===== src/rtl/ps2_rx_frame.sv =====
// PS/2 device-to-host frame receiver: pin synchronisers, clock deglitch filter,
// 11-bit frame deserialiser with odd-parity/stop check and a mid-frame timeout.
module ps2_rx_frame #(
    parameter int FILTER_LEN  = 8,
    parameter int TIMEOUT_CYC = 50000
) (
    input  logic       CLK,
    input  logic       RST,
    input  logic       PS2_CLK,
    input  logic       PS2_DATA,
    output logic [7:0] RX_DATA,
    output logic       RX_VALID,
    output logic       RX_ERR,
    output logic       BUSY
);

    localparam int FW   = $clog2(FILTER_LEN + 1);
    localparam int TO_W = $clog2(TIMEOUT_CYC);

    typedef enum logic [1:0] {IDLE, SHIFT, CHECK} state_t;

    logic [1:0]    ck_sync_q;
    logic [1:0]    dt_sync_q;
    logic          ck_f_q;
    logic          ck_f_prev_q;
    logic [FW-1:0] flt_cnt_q;

    state_t          state_q,   state_d;
    logic [3:0]      bit_cnt_q, bit_cnt_d;
    logic [9:0]      shift_q,   shift_d;
    logic [TO_W-1:0] to_cnt_q,  to_cnt_d;
    logic [7:0]      rx_data_q, rx_data_d;
    logic            valid_q,   valid_d;
    logic            err_q,     err_d;

    logic fe;
    logic data_bit;

    // Filtered clock only flips after FILTER_LEN consecutive disagreeing samples.
    always_ff @(posedge CLK) begin
        if (RST) begin
            ck_sync_q   <= 2'b11;
            dt_sync_q   <= 2'b11;
            ck_f_q      <= 1'b1;
            ck_f_prev_q <= 1'b1;
            flt_cnt_q   <= '0;
        end else begin
            ck_sync_q   <= {ck_sync_q[0], PS2_CLK};
            dt_sync_q   <= {dt_sync_q[0], PS2_DATA};
            ck_f_prev_q <= ck_f_q;
            if (ck_sync_q[1] != ck_f_q) begin
                if (flt_cnt_q == FW'(FILTER_LEN - 1)) begin
                    ck_f_q    <= ck_sync_q[1];
                    flt_cnt_q <= '0;
                end else begin
                    flt_cnt_q <= flt_cnt_q + 1'b1;
                end
            end else begin
                flt_cnt_q <= '0;
            end
        end
    end

    assign fe       = ck_f_prev_q & ~ck_f_q;
    assign data_bit = dt_sync_q[1];

    always_ff @(posedge CLK) begin
        if (RST) begin
            state_q   <= IDLE;
            bit_cnt_q <= '0;
            shift_q   <= '0;
            to_cnt_q  <= '0;
            rx_data_q <= 8'h00;
            valid_q   <= 1'b0;
            err_q     <= 1'b0;
        end else begin
            state_q   <= state_d;
            bit_cnt_q <= bit_cnt_d;
            shift_q   <= shift_d;
            to_cnt_q  <= to_cnt_d;
            rx_data_q <= rx_data_d;
            valid_q   <= valid_d;
            err_q     <= err_d;
        end
    end

    always_comb begin
        state_d   = state_q;
        bit_cnt_d = bit_cnt_q;
        shift_d   = shift_q;
        to_cnt_d  = to_cnt_q;
        rx_data_d = rx_data_q;
        valid_d   = 1'b0;
        err_d     = 1'b0;
        case (state_q)
            IDLE: begin
                to_cnt_d = '0;
                if (fe && !data_bit) begin
                    state_d   = SHIFT;
                    bit_cnt_d = 4'd1;
                    shift_d   = '0;
                end
            end
            SHIFT: begin
                // The start bit is not stored: after ten shifts shift_q = {stop, P, D7..D0}.
                if (fe) begin
                    shift_d   = {data_bit, shift_q[9:1]};
                    bit_cnt_d = bit_cnt_q + 4'd1;
                    to_cnt_d  = '0;
                    if (bit_cnt_q == 4'd10) begin
                        state_d = CHECK;
                    end
                end else if (to_cnt_q == TO_W'(TIMEOUT_CYC - 1)) begin
                    state_d   = IDLE;
                    err_d     = 1'b1;
                    to_cnt_d  = '0;
                    bit_cnt_d = '0;
                end else begin
                    to_cnt_d = to_cnt_q + 1'b1;
                end
            end
            CHECK: begin
                state_d   = IDLE;
                bit_cnt_d = '0;
                if ((^shift_q[8:0]) && shift_q[9]) begin
                    rx_data_d = shift_q[7:0];
                    valid_d   = 1'b1;
                end else begin
                    err_d = 1'b1;
                end
            end
            default: state_d = IDLE;
        endcase
    end

    assign RX_DATA  = rx_data_q;
    assign RX_VALID = valid_q;
    assign RX_ERR   = err_q;
    assign BUSY     = (state_q == SHIFT);

endmodule

===== config.mk =====
export PLATFORM = sky130hd
export DESIGN_NAME = ps2_rx_frame
export DESIGN_NICKNAME = d
export VERILOG_FILES = /design/src/rtl/ps2_rx_frame.sv
export SDC_FILE = /design/constraint.sdc
export NUM_CORES = 1
export LEC_CHECK = 0
export ABC_AREA = 1
export BUFFER_PORTS_ARGS = -buffer_cell sky130_fd_sc_hd__clkbuf_2
export CELL_PAD_IN_SITES_DETAIL_PLACEMENT = 0
export CELL_PAD_IN_SITES_GLOBAL_PLACEMENT = 1
export CORE_AREA = 2 2 80 82
export DETAILED_ROUTE_END_ITERATION = 6
export DIE_AREA = 0 0 82 84
export PLACE_DENSITY_LB_ADDON = 0.1
export SLEW_MARGIN = 20
export SYNTH_ARGS = -nofsm -noshare
export SYNTH_HDL_FRONTEND = slang
export SYNTH_SLANG_ARGS = --single-unit

===== constraint.sdc =====
create_clock -name CLK -period 1.9 [get_ports CLK]
set_input_delay 0.285 -clock CLK [delete_from_list [all_inputs] [get_ports CLK]]
set_output_delay 0.285 -clock CLK [all_outputs]
set_load 0.005 [all_outputs]

==> out/results.ini, run 1 <==
[route]
dr.pass1.iters = 4
wire_per_inst_um = 11.8
num_vias = 2149
ant_nets = 0
drt_iter0_markers = 114
wirelength_mm = 5.20
drc = 0
avgViaCountPerCell = 4.86

[clock_network]
post-cts-setup-buffers = 0
clock_latency_ps = 300
cts_root_buf = clkbuf_8
hold_buffers = 0
ctsResizeCount = 0
cts_max_level = 2
clkSinkCount = 52
clk_pin_slew_ps = 90
tritoncts = yes
numCtsBuffers = 5
cts_buffer_depth = 2

[timing]
relSlewSlack_pct = 70.8
hold_violations = 0
worst_slew_pin_slew_ps = 437
fin_tns_setup_ps = 0
fin_skew_ps = 8.20
drv_slew = 0
setup_viol = 0
fmax_ghz = 0.588
setup_slack_ps = 200
rsz0062_at_grt = no
holdWs_ps = 155
period_share_pct = 89.5
min_period_ps = 1700

[layout]
drive_gt1_share_pct = 23.3
final_common_cell = nand2_1
final_cell_mix = 56 x nand2_1, 52 x dfxtp_1, 52 x nor2_1, 28 x inv_1, 19 x a21oi_1
n_antenna_cell = 0
syn_to_final_growth_pct = 11.6
layout.nets = 376
fin_area_um2 = 2980

[logic_synthesis]
ys_ff_latch = 52
synth.avg_cell_area_um2 = 7.75
ys_seq_area_share_pct = 39.0
synth.top_cell.area_share_pct = 39.0
synth.net_count = 356
synth.cell_area_um2 = 2670
synthTopCellsByArea = dfxtp_1 39%, nand2_1 7.9%, nor2_1 7.3%, a211oi_2 4.2%, inv_1 3.9%
ys_types = 38
netlist_instances = 344
yosys.area.top_type = dfxtp_1
yosys_warnings = 0

[setup_path]
crit_fanout = 8
cp.required_ps = 2110
worst_ep_arrival_time_ps = 1910
reg2reg_setup_slack_ps = 200
cp-start-kind = flop
critPathKind = reg2reg
cp-end-kind = flop

[power]
ir_drop_mv = 1.02
finalPower_uw = 4580
powerDensity_nw_per_um2 = 1540
power.leakage_uw = 0.00123

[floorplan]
die_y_um = 84
io_pins = 15
initial_utilization_pct = 43.8
core_um2 = 6100
die_width_um = 82
dieArea_um2 = 6890
rows = 29

[global_routing]
grt_pass1_vias = 2035
gr-usage-all-layers_pct = 17.2
antenna_found_initial = 0
gr-total-overflow = 0
grt_max_degree = 21
grt_pass1_wl_mm = 9.35

[min_path]
hp-class = in2reg

[place]
place_area_um2 = 2840
io_buffers = 14
dp_slack_ps = 121
post-dp-hpwl_mm = 3.92
gp_congestion = 0.837

[run_status]
status = finished clean

[job]
drv_cap = 0

==> through the flow <==
stage               cells  util, %
CTS                   442     48.7
floorplan             344        -
finish                442     48.8
global route          442     48.8
detailed placement    434     46.6
global placement      434     46.6
==> metal layers <==
| metal | track usage [%] | part of all wire (%) | up-vias |
|---|---|---|---|
| li1 | - | - | 1169 |
| met1 | 25.4 | 53 | 956 |
| met2 | 25.3 | 43 | 18 |
| met3 | 3.68 | 2.5 | 6 |
| met4 | 4.55 | 1.3 | 0 |
| met5 | 0 | 0 | - |
==> synthesized netlist by cell type <==
master,number
nor3_2,2
inv_1,28
inv_4,1
a211o_1,1
nand3_4,2
nand3b_4,1
o21a_1,1
a211oi_2,9
nor2_4,2
nand3_2,1
buf_2,1
a31oi_1,1
nor3b_1,3
ha_1,8
o211ai_1,1
nor2_1,52
o22ai_1,1
a211oi_1,5
or2_2,4
a21oi_1,19
nand4_1,14
buf_6,2
dfxtp_1,52
nand2_4,1
inv_2,12
o21ai_1,2
nor2_8,1
nor2_2,2
xor2_1,8
nor3_1,10
nand3_1,16
a21oi_2,3
clkbuf_1,5
nand2_1,56
o21bai_1,1
nand2_2,12
o21ai_4,1
o21ai_0,3
==> kinds of logic (layout without fill, tap and decap cells) <==
family	count (synthesis)	in the layout	share of synthesized area [%]
simple gates	179	179	33.6
xor+xnor	8	8	2.63
compound gates	48	48	13.4
fa+ha+maj	8	8	3.75
flops	52	52	39.0
buf+inv	49	70	7.60
==> power by group <==
group          switching [uW]  internal, uW
logic                    1520           814
registers                 171          1260
clock network             356           465
total                    2040          2540
==> flip-flops by register name, summed over array words and instances (netlist names) <==
register / count
bit_cnt_q: 4
shift_q: 10
RX_ERR: 1
dt_sync_q: 2
ck_f_prev_q: 1
to_cnt_q: 16
ck_f_q: 1
ck_sync_q: 2
RX_DATA: 8
RX_VALID: 1
state_q: 2
flt_cnt_q: 4
==> critical path, cell delays in order (launching register included) <==
cell and delay [ps]:
dfxtp_1 390, inv_1 80, ha_1 280, nor2_4 230, inv_4 90, nand2_1 160
nor2_1 80, nand4_1 90, xor2_1 150, nor2_1 50
==> path summary, 6_finish.rpt <==
check	start	end	cells after the start
max reg2reg	state_q[0]$_SDFFE_PP0P_	to_cnt_q[13]$_SDFFE_PP0P_	9
min	PS2_CLK	ck_sync_q[0]$_SDFF_PP1_	2
max	state_q[0]$_SDFFE_PP0P_	to_cnt_q[13]$_SDFFE_PP0P_	9
min reg2reg	ck_sync_q[0]$_SDFF_PP1_	ck_sync_q[1]$_SDFF_PP1_	1
==> area by class of cell <==
cell class	count	area, um2
Timing Repair Buffer	21	123
Sequential cell	52	1040
Multi-Input combinational cell	243	1430
Fill cell	624	3120
Clock inverter	1	30.0
Inverter	41	159
Tap cell	77	96.3
Clock buffer	7	96.3
No activity file was read; power rests on OpenSTA's default activity.
==> run 2, diff against run 1 <==
CAP_MARGIN = 20   (was not set)
clock period = 1.84 ns   (was 1.9 ns; I/O delays follow)
==> out/results.ini, run 2 (synthesized netlist as in run 1, its figures left out) <==
[place]
io_buffers = 14  ; unchanged
gp_congestion = 0.780  ; -6.7%
post-dp-hpwl_mm = 4.10  ; +4.6%
dp_slack_ps = 55.9  ; -64.8 ps

[setup_path]
r2r_end = to_cnt_q[11]$_SDFFE_PP0P_
crit_fanout = 8  ; unchanged
critPathKind = reg2reg
cp-start-kind = flop
reg2reg_setup_slack_ps = 190  ; about the same
crit_end = to_cnt_q[11]$_SDFFE_PP0P_
max_stage_delay_ps = 390  ; about the same
r2r_start = state_q[0]$_SDFFE_PP0P_
startpoint = state_q[0]$_SDFFE_PP0P_
worst_ep_arrival_time_ps = 1820  ; -90 ps
cp-end-kind = flop
reg2reg_depth = 7  ; -2
cpMaxStageDelayCell = nor3b_1
cp.required_ps = 2010  ; -100 ps
crit_chain = inv_1 > ha_2 > nor2_4 > inv_4 > nand2_1 > nor3b_1 > a211oi_1

[global_routing]
grt_pass1_vias = 2051  ; +0.79%
grt_max_degree = 21  ; unchanged
antenna_found_initial = 0  ; unchanged
gr-usage-all-layers_pct = 17.1  ; -0.066 points
grt_pass1_wl_mm = 9.22  ; -1.4%
gr-total-overflow = 0  ; unchanged

[power]
p_comb_share_pct = 52.4  ; +1.5 points
seq_power_share_pct = 31.4  ; +0.2 points
power.leakage_uw = 0.00122  ; -0.13%
p_sw_uw = 2110  ; +3.3%
powerDensity_nw_per_um2 = 1580  ; +2.9%
ir_drop_mv = 1.09  ; +6.6%
swShare_pct = 44.8  ; +0.22 points
clock_power_share_pct = 16.2  ; -1.7 points
p_int_uw = 2600  ; +2.4%

[floorplan]
die_width_um = 82  ; unchanged
io_pins = 15  ; unchanged
rows = 29  ; unchanged
core_um2 = 6100  ; unchanged
die_y_um = 84  ; unchanged
initial_utilization_pct = 43.8  ; unchanged
dieArea_um2 = 6890  ; unchanged

[route]
ant_nets = 0  ; unchanged
dr.pass1.iters = 5  ; +1
num_vias = 2166  ; +0.79%
drc = 0  ; unchanged
drt_iter0_markers = 84  ; -26%
wire_per_inst_um = 11.7  ; -0.14%
avgViaCountPerCell = 4.88  ; +0.34%
wirelength_mm = 5.21  ; +0.31%

[clock_network]
numCtsBuffers = 5  ; unchanged
cts_max_level = 2  ; unchanged
hold_buffers = 0  ; unchanged
clock_latency_ps = 300  ; about the same
clkSinkCount = 52  ; unchanged
post-cts-setup-buffers = 0  ; unchanged
cts_buffer_depth = 2  ; unchanged
cts_root_buf = clkbuf_8
tritoncts = yes
clk_pin_slew_ps = 90  ; about the same

[timing]
fin_skew_ps = 7.05  ; -1.15 ps
hold_violations = 0  ; unchanged
setup_viol = 0  ; unchanged
setup_slack_ps = 188  ; -12.0 ps
fmax_ghz = 0.605  ; +2.9%
rsz0062_at_grt = no
relSlewSlack_pct = 71.1  ; +0.27 points
drv_slew = 0  ; unchanged
period_share_pct = 89.8  ; +0.31 points
worst_slew_pin_slew_ps = 433  ; -3.98 ps
min_period_ps = 1650  ; -48.0 ps
holdWs_ps = 154  ; -0.768 ps
fin_tns_setup_ps = 0  ; unchanged

[layout]
final_cell_mix = 56 x nand2_1, 52 x dfxtp_1, 52 x nor2_1, 28 x inv_1, 19 x a21oi_1
final_common_cell = nand2_1
syn_to_final_growth_pct = 11.5  ; about the same
layout.nets = 378  ; +0.53%
largest_reg_flops = 16  ; unchanged
seq_area_um2 = 1040  ; unchanged
drive_gt1_share_pct = 23.7  ; +0.42 points
n_antenna_cell = 0  ; unchanged
multi_input_area_um2 = 1430  ; +0.18%
fillers = 620  ; -0.64%
largest-register = to_cnt_q

[job]
drv_cap = 0  ; unchanged

[min_path]
hp-class = in2reg

[run_status]
status = finished clean

run 2: cell types whose count changed in the layout (fill, tap and decap cells not counted), sizes merged:
cell / change
clkinv: +1
buf: +2
clkbuf: -1
run 2: area by class of cell:
class	instances	area share, %
Timing Repair Buffer	23	4.63
Clock buffer	6	2.44
Tap cell	77	3.24
Clock inverter	2	1.18
Inverter	41	5.34
Sequential cell	52	35.0
Multi-Input combinational cell	243	48.2
run 2: routing by layer:
layer	part of all wire, %	track usage [%]	wire, um
met5	0	0	0
met4	0.83	5.91	43
met3	1.4	3.25	73
met2	46	26.5	2400
met1	52	23.7	2690
run 2: what timing repair did:
| item | in CTS | in global routing |
|---|---|---|
| endpoints found under the hold margin | 0 | 0 |
| setup endpoints to repair | 0 | 16 |
| gates resized for setup | 0 | 4 |
run 2: worst min-delay path by stage:
stage / start / endpoint / slack [ps] / cells after the start
5_1_grt: PS2_DATA / dt_sync_q[0]$_SDFF_PP1_ / 140 / 2
3_3_place_gp: ck_sync_q[0]$_SDFF_PP1_ / ck_sync_q[1]$_SDFF_PP1_ / 390 / 1
6_report: PS2_CLK / ck_sync_q[0]$_SDFF_PP1_ / 150 / 2
3_5_place_dp: ck_sync_q[0]$_SDFF_PP1_ / ck_sync_q[1]$_SDFF_PP1_ / 400 / 1
4_1_cts: PS2_CLK / ck_sync_q[0]$_SDFF_PP1_ / 140 / 2
2_1_floorplan: PS2_CLK / ck_sync_q[0]$_SDFF_PP1_ / 380 / 1
run 2: power by group through the flow:
stage               registers [uW]  clock network, uW  logic [uW]
global placement              1510                  0        2450
detailed placement            1510                  0        2470
CTS                           1480                800        2480
global route                  1520                849        2790
finish                        1480                761        2470
floorplan                     1460                  0        1980
run 2: per-stage QoR:
stage                     std cells  utilization [%]  power (uW)  cell area, um2
after floorplan                 344                -        3440            2670
after global placement          436             46.8        3960            2860
after global routing            444             48.8        5160            2980
after detailed placement        436             46.8        3980            2860
final                           444             48.8        4710            2980
after CTS                       444             48.6        4760            2960
run 2: worst max-delay path: cells and delay by family (launching register included):
| family | cells | cell delay (ps) |
|---|---|---|
| and+or+nand+nor | 3 | 590 |
| DFF | 1 | 360 |
| adders and majority gates | 1 | 250 |
| buffers and inverters | 2 | 200 |
| AOI/OAI and AO/OA | 1 | 130 |
